$ cat src/rtl/wave_capture_if.sv
// Sample-stream and waveform-RAM write signals between the music player,
// the wave display and the capture block.
interface wave_capture_if #(
  parameter int unsigned SAMPLE_W = 18,
  parameter int unsigned ADDR_W   = 8
);
  logic                new_sample_ready;
  logic [SAMPLE_W-1:0] new_sample_in;
  logic                wave_display_idle;
  logic [ADDR_W:0]     write_address;
  logic                write_enable;
  logic [7:0]          write_sample;
  logic                read_index;
  logic [1:0]          capture_state;

  // Producer/display side: drives samples and idle, observes RAM writes.
  modport master (
    output new_sample_ready, new_sample_in, wave_display_idle,
    input  write_address, write_enable, write_sample, read_index, capture_state
  );

  // Capture block side.
  modport slave (
    input  new_sample_ready, new_sample_in, wave_display_idle,
    output write_address, write_enable, write_sample, read_index, capture_state
  );
endinterface

$ cat src/rtl/wave_capture.sv
// Zero-crossing triggered waveform capture into a double-buffered RAM.
// Capture writes bank ~read_index; banks swap only while the display is idle.
module wave_capture #(
  parameter int unsigned SAMPLE_W = 18,
  parameter int unsigned ADDR_W   = 8
) (
  input logic           clk,
  input logic           reset,
  wave_capture_if.slave bus
);

  typedef enum logic [1:0] {
    StArmed  = 2'd0,
    StActive = 2'd1,
    StWait   = 2'd2
  } state_e;

  state_e              r_state, w_state_next;
  logic [ADDR_W-1:0]   r_count, w_count_next;
  logic                r_prev_neg;
  logic                r_read_index, w_read_index_next;
  logic                r_wr_en, w_wr_en_next;
  logic [ADDR_W:0]     r_wr_addr, w_wr_addr_next;
  logic [7:0]          r_wr_sample, w_wr_sample_next;

  logic                w_sample_neg;
  logic                w_crossing;
  logic [7:0]          w_reduced;

  assign w_sample_neg = bus.new_sample_in[SAMPLE_W-1];
  assign w_crossing   = bus.new_sample_ready & r_prev_neg & ~w_sample_neg;
  // Offset binary: top 8 bits with the sign inverted, so 0 maps to mid-scale.
  assign w_reduced    = {~w_sample_neg, bus.new_sample_in[SAMPLE_W-2 -: 7]};

  // Next-state, counter, bank swap and registered-write decisions.
  always_comb begin
    w_state_next      = r_state;
    w_count_next      = r_count;
    w_read_index_next = r_read_index;
    w_wr_en_next      = 1'b0;
    w_wr_addr_next    = r_wr_addr;
    w_wr_sample_next  = r_wr_sample;
    unique case (r_state)
      StArmed: begin
        if (w_crossing) begin
          w_wr_en_next     = 1'b1;
          w_wr_addr_next   = {~r_read_index, {ADDR_W{1'b0}}};
          w_wr_sample_next = w_reduced;
          w_count_next     = ADDR_W'(1);
          w_state_next     = StActive;
        end
      end
      StActive: begin
        if (bus.new_sample_ready) begin
          w_wr_en_next     = 1'b1;
          w_wr_addr_next   = {~r_read_index, r_count};
          w_wr_sample_next = w_reduced;
          w_count_next     = r_count + ADDR_W'(1);
          if (r_count == {ADDR_W{1'b1}}) begin
            w_count_next = '0;
            w_state_next = StWait;
          end
        end
      end
      StWait: begin
        // Swap only between display frames so a partial capture is never shown.
        if (bus.wave_display_idle) begin
          w_read_index_next = ~r_read_index;
          w_state_next      = StArmed;
        end
      end
      default: w_state_next = StArmed;
    endcase
  end

  // State, counter, bank and write-port registers.
  always_ff @(posedge clk or negedge reset) begin
    if (!reset) begin
      r_state      <= StArmed;
      r_count      <= '0;
      r_read_index <= 1'b0;
      r_wr_en      <= 1'b0;
      r_wr_addr    <= '0;
      r_wr_sample  <= '0;
    end else begin
      r_state      <= w_state_next;
      r_count      <= w_count_next;
      r_read_index <= w_read_index_next;
      r_wr_en      <= w_wr_en_next;
      r_wr_addr    <= w_wr_addr_next;
      r_wr_sample  <= w_wr_sample_next;
    end
  end

  // Sign of the last sample seen, tracked in every state for crossing detection.
  always_ff @(posedge clk or negedge reset) begin
    if (!reset) begin
      r_prev_neg <= 1'b0;
    end else if (bus.new_sample_ready) begin
      r_prev_neg <= w_sample_neg;
    end
  end

  assign bus.write_enable  = r_wr_en;
  assign bus.write_address = r_wr_addr;
  assign bus.write_sample  = r_wr_sample;
  assign bus.read_index    = r_read_index;
  assign bus.capture_state = r_state;

endmodule

$ cat src/flat_wrapper.sv
// flat-port wrapper written by rule: the top's interface ports become plain ports
module wave_capture_flat 
#(
  parameter int unsigned SAMPLE_W = 18,
  parameter int unsigned ADDR_W   = 8
)
  (clk, reset, bus_new_sample_ready, bus_new_sample_in, bus_wave_display_idle, bus_write_address, bus_write_enable, bus_write_sample, bus_read_index, bus_capture_state);
  wave_capture_if #(.SAMPLE_W(SAMPLE_W), .ADDR_W(ADDR_W)) bus_i ();
  input logic clk;
  input logic reset;
  input wire logic [$bits(bus_i.new_sample_ready)-1:0] bus_new_sample_ready;
  input wire logic [$bits(bus_i.new_sample_in)-1:0] bus_new_sample_in;
  input wire logic [$bits(bus_i.wave_display_idle)-1:0] bus_wave_display_idle;
  output wire logic [$bits(bus_i.write_address)-1:0] bus_write_address;
  output wire logic [$bits(bus_i.write_enable)-1:0] bus_write_enable;
  output wire logic [$bits(bus_i.write_sample)-1:0] bus_write_sample;
  output wire logic [$bits(bus_i.read_index)-1:0] bus_read_index;
  output wire logic [$bits(bus_i.capture_state)-1:0] bus_capture_state;
  assign bus_i.new_sample_ready = bus_new_sample_ready;
  assign bus_i.new_sample_in = bus_new_sample_in;
  assign bus_i.wave_display_idle = bus_wave_display_idle;
  assign bus_write_address = bus_i.write_address;
  assign bus_write_enable = bus_i.write_enable;
  assign bus_write_sample = bus_i.write_sample;
  assign bus_read_index = bus_i.read_index;
  assign bus_capture_state = bus_i.capture_state;
  wave_capture #(.SAMPLE_W(SAMPLE_W), .ADDR_W(ADDR_W)) u_core (.clk(clk), .reset(reset), .bus(bus_i));
endmodule
$ cat config.mk
export PLATFORM = sky130hd
export DESIGN_NAME = wave_capture_flat
export DESIGN_NICKNAME = d
export VERILOG_FILES = /design/src/rtl/wave_capture_if.sv /design/src/rtl/wave_capture.sv /design/src/flat_wrapper.sv
export SDC_FILE = /design/constraint.sdc
export NUM_CORES = 1
export LEC_CHECK = 0
export ABC_AREA = 1
export ABC_CLOCK_PERIOD_IN_PS = 1750
export CAP_MARGIN = 15
export CORE_UTILIZATION = 60
export CTS_CLUSTER_SIZE = 25
export DETAILED_ROUTE_END_ITERATION = 10
export DONT_BUFFER_PORTS = 1
export PLACE_DENSITY = 0.79
export SETUP_SLACK_MARGIN = 0.15
export SYNTH_ARGS = -nofsm -noshare
export SYNTH_HDL_FRONTEND = slang
export SYNTH_SLANG_ARGS = --single-unit
$ cat constraint.sdc
create_clock -name clk -period 1.75 [get_ports clk]
set_clock_uncertainty 0.1 [all_clocks]
set_input_delay 0.175 -clock clk [delete_from_list [all_inputs] [get_ports clk]]
set_output_delay 0.175 -clock clk [all_outputs]
set_load 0.1 [all_outputs]
==> results_dict.tcl <==
set metrics [dict create \
    status "finished, final reports clean" \
    clk_pin_slew_ns 0.09 \
    grt_overflow 0 \
    numCtsBuffers 5 \
    synth_warnings 0 \
    synthCells 152 \
    antenna_found_initial 0 \
    p_leak_uw 0.000893 \
    postPlaceCellArea_um2 1530 \
    core_um2 2040 \
    critPathKind "reg -> reg" \
    n_antenna_cell 0 \
    grt_pass1_wl_um 5020 \
    hold_violations 0 \
    rsz0062_at_grt "true" \
    drc 0 \
    ff2ff_path_depth 7 \
    syn2layout_area_growth_pct 27.7 \
    required_ns 1.85 \
    cp-startpoint "u_core.bus.capture_state[1]" \
    start_util_pct 66.4 \
    grt_max_degree 31 \
    clock_latency_ns 0.33 \
    end_kind "register" \
    holdCritPathClass "in -> reg" \
    crit_arrival_ns 1.63 \
    critPathCapture "u_core.bus.write_address[7]" \
    dr.first_iter.drc_count 38 \
    drt_wl_total_um 2990 \
    detail_route.first_pass.iterations 4 \
    fin_tns_setup_ns 0 \
    die-area_um2 2450 \
    synthArstFlopShare_pct 100 \
    regToRegEndpoint "u_core.bus.write_address[7]" \
    cap_violations 0 \
    fmax_ghz 0.657 \
    cts.sink_count 30 \
    fin_area_um2 1730 \
    ant_nets 0 \
    fin_crit_sh_pct 86.9 \
    cts_tree "built" \
    drv_slew 0 \
    setup_violations 0 \
    start_kind "register" \
    vias 1185 \
    synth-seq-cells 30 \
    gp_congestion 0.857 \
    vias_per_cell 5.41 \
    synth_edf_count 0 \
    peakVddDrop_v 0.00105 \
    relSlewSlack_pct 75.0 \
    syn_avg_cell_area_um2 8.91 \
    dieWidth_um 49.5 \
    path_max_fanout 19 \
    synthesis.nets 175 \
    grt_pass1_vias 1164 \
    floorplan.rows 16 \
    wl_per_cell_um 13.7 \
    grt_usage_pct 28.6 \
    io_pins 43 \
    hpwlAfterDp_um 1880 \
    nFillCells 118 \
    clk_path_buf_depth 2 \
    syn-cell-area_um2 1360 \
    yosys.cell_types.count 23 \
    tightest_slew_ns 0.374 \
    ys.flop_type "dfrtp_1" \
    die_y_um 49.5 \
    power.total_uw 2500 \
    nets 214 \
    rrSetupSlack_ns 0.23 \
    cts_root_buf "clkbuf_4" \
    final_layout_size_suffix_gt1_share_pct 23.4 \
    h-tree-depth 2 \
    finalCriticalPeriod_ns 1.52 \
    powerDensity_nw_per_um2 1440 \
    ys_seq_area_share_pct 55.4 \
    io_buffers 0 \
    reg2reg_from "u_core.bus.capture_state[1]" \
]
==> worst max-delay path, stage by stage, from the launching register on <==
cell,delay (ns)
dfrtp_4,0.49
inv_1,0.09
nand2_1,0.09
inv_2,0.12
nand2_4,0.10
buf_4,0.21
nand3_1,0.09
o21ai_0,0.09
==> where the power goes <==
group	internal (uW)	leakage, uW	switching, uW
clock network	194	0.0000353	232
registers	845	0.000363	112
logic	252	0.000495	862
total	1290	0.000893	1210
==> cells in the mapped netlist, types with 2 or more instances <==
cell type  count  area [um^2]
buf_2          2         10.0
a21oi_1        3         15.0
inv_1         13         48.8
nand2_1       41          154
nand2_4        2         22.5
nand4_1        2         12.5
nand3_1       20          100
a21oi_2        2         17.5
o21ai_0        8         40.0
nor3_1         2         10.0
a31oi_1        2         12.5
dfrtp_1       30          751
nor2_1        15         56.3
==> worst min-delay path by stage <==
stage / start / end / slack [ns] / depth (start not counted)
floorplan: reset / u_core.bus.read_index / -0.22 / 0
global placement: reset / u_core.bus.write_sample[7] / -0.22 / 0
detailed placement: reset / u_core.bus.write_sample[7] / -0.22 / 0
CTS: bus_new_sample_in[17] / u_core.bus.write_enable / 0.03 / 3
global route: bus_new_sample_in[17] / u_core.bus.write_enable / 0.05 / 3
finish: bus_new_sample_in[17] / u_core.bus.write_enable / 0.04 / 3
==> kinds of logic after synthesis <==
logic type	after synthesis	share of synthesized area [%]
adder cells (fa/ha/maj)	1	0.923
AO/OA/AOI/OAI	17	7.20
flip-flops	30	55.4
AND/OR/NAND/NOR	85	28.6
buffers and inverters	18	7.20
XOR/XNOR	1	0.646
==> cells in the final DEF (no fill, tap or decap), types with 3 or more instances in the layout <==
cell type / n
nand3_1: 20
inv_1: 12
dlygate4sd3_1: 11
buf_4: 25
nand2_1: 40
nor2_1: 15
o21ai_0: 8
clkbuf_4: 5
a21oi_1: 3
dfrtp_1: 28
==> registers in the layout (all words and copies together), names as in the netlist <==
register / cells
u_core.bus.read_index: 1
u_core.r_prev_neg: 1
u_core.bus.write_address: 9
u_core.bus.write_sample: 8
u_core.bus.write_enable: 1
u_core.r_count: 8
u_core.bus.capture_state: 2
==> through the flow <==
step	hold slack (ns)	utilization, %	setup slack, ns	instances
5_1_grt	0.0494	84.7	0.142	219
4_1_cts	0.0333	84.1	0.210	218
2_1_floorplan	-0.221	-	0.151	152
3_5_place_dp	-0.220	74.8	0.224	198
6_report	0.0390	84.7	0.228	219
3_3_place_gp	-0.220	74.8	0.257	198
==> timing repair <==
action                     CTS  global route
setup endpoints to repair    0            11
gates resized for setup      0             3
hold buffers                12             0
setup buffers                0             1
hold endpoints to repair    44             0
==> per-layer routing <==
| layer | track usage [%] | vias to the layer above | share of wire, % |
|---|---|---|---|
| li1 | - | 566 | - |
| met1 | 32.2 | 565 | 41 |
| met2 | 48.6 | 44 | 50 |
| met3 | 8.64 | 10 | 6.0 |
| met4 | 14.8 | 0 | 2.8 |
| met5 | 0 | - | 0 |
==> final cells by class <==
type                       instances  area, um^2  area share [%]
sequential                        30         758            43.8
multi-input combinational        104         512            29.6
timing repair buffer              37         318            18.4
clock buffer                       7        55.1            3.18
inverter                          13        48.8            2.82
tap                               27        33.8            1.95
clock inverter                     1        5.00           0.289
No activity file was read; power rests on OpenSTA's default activity.
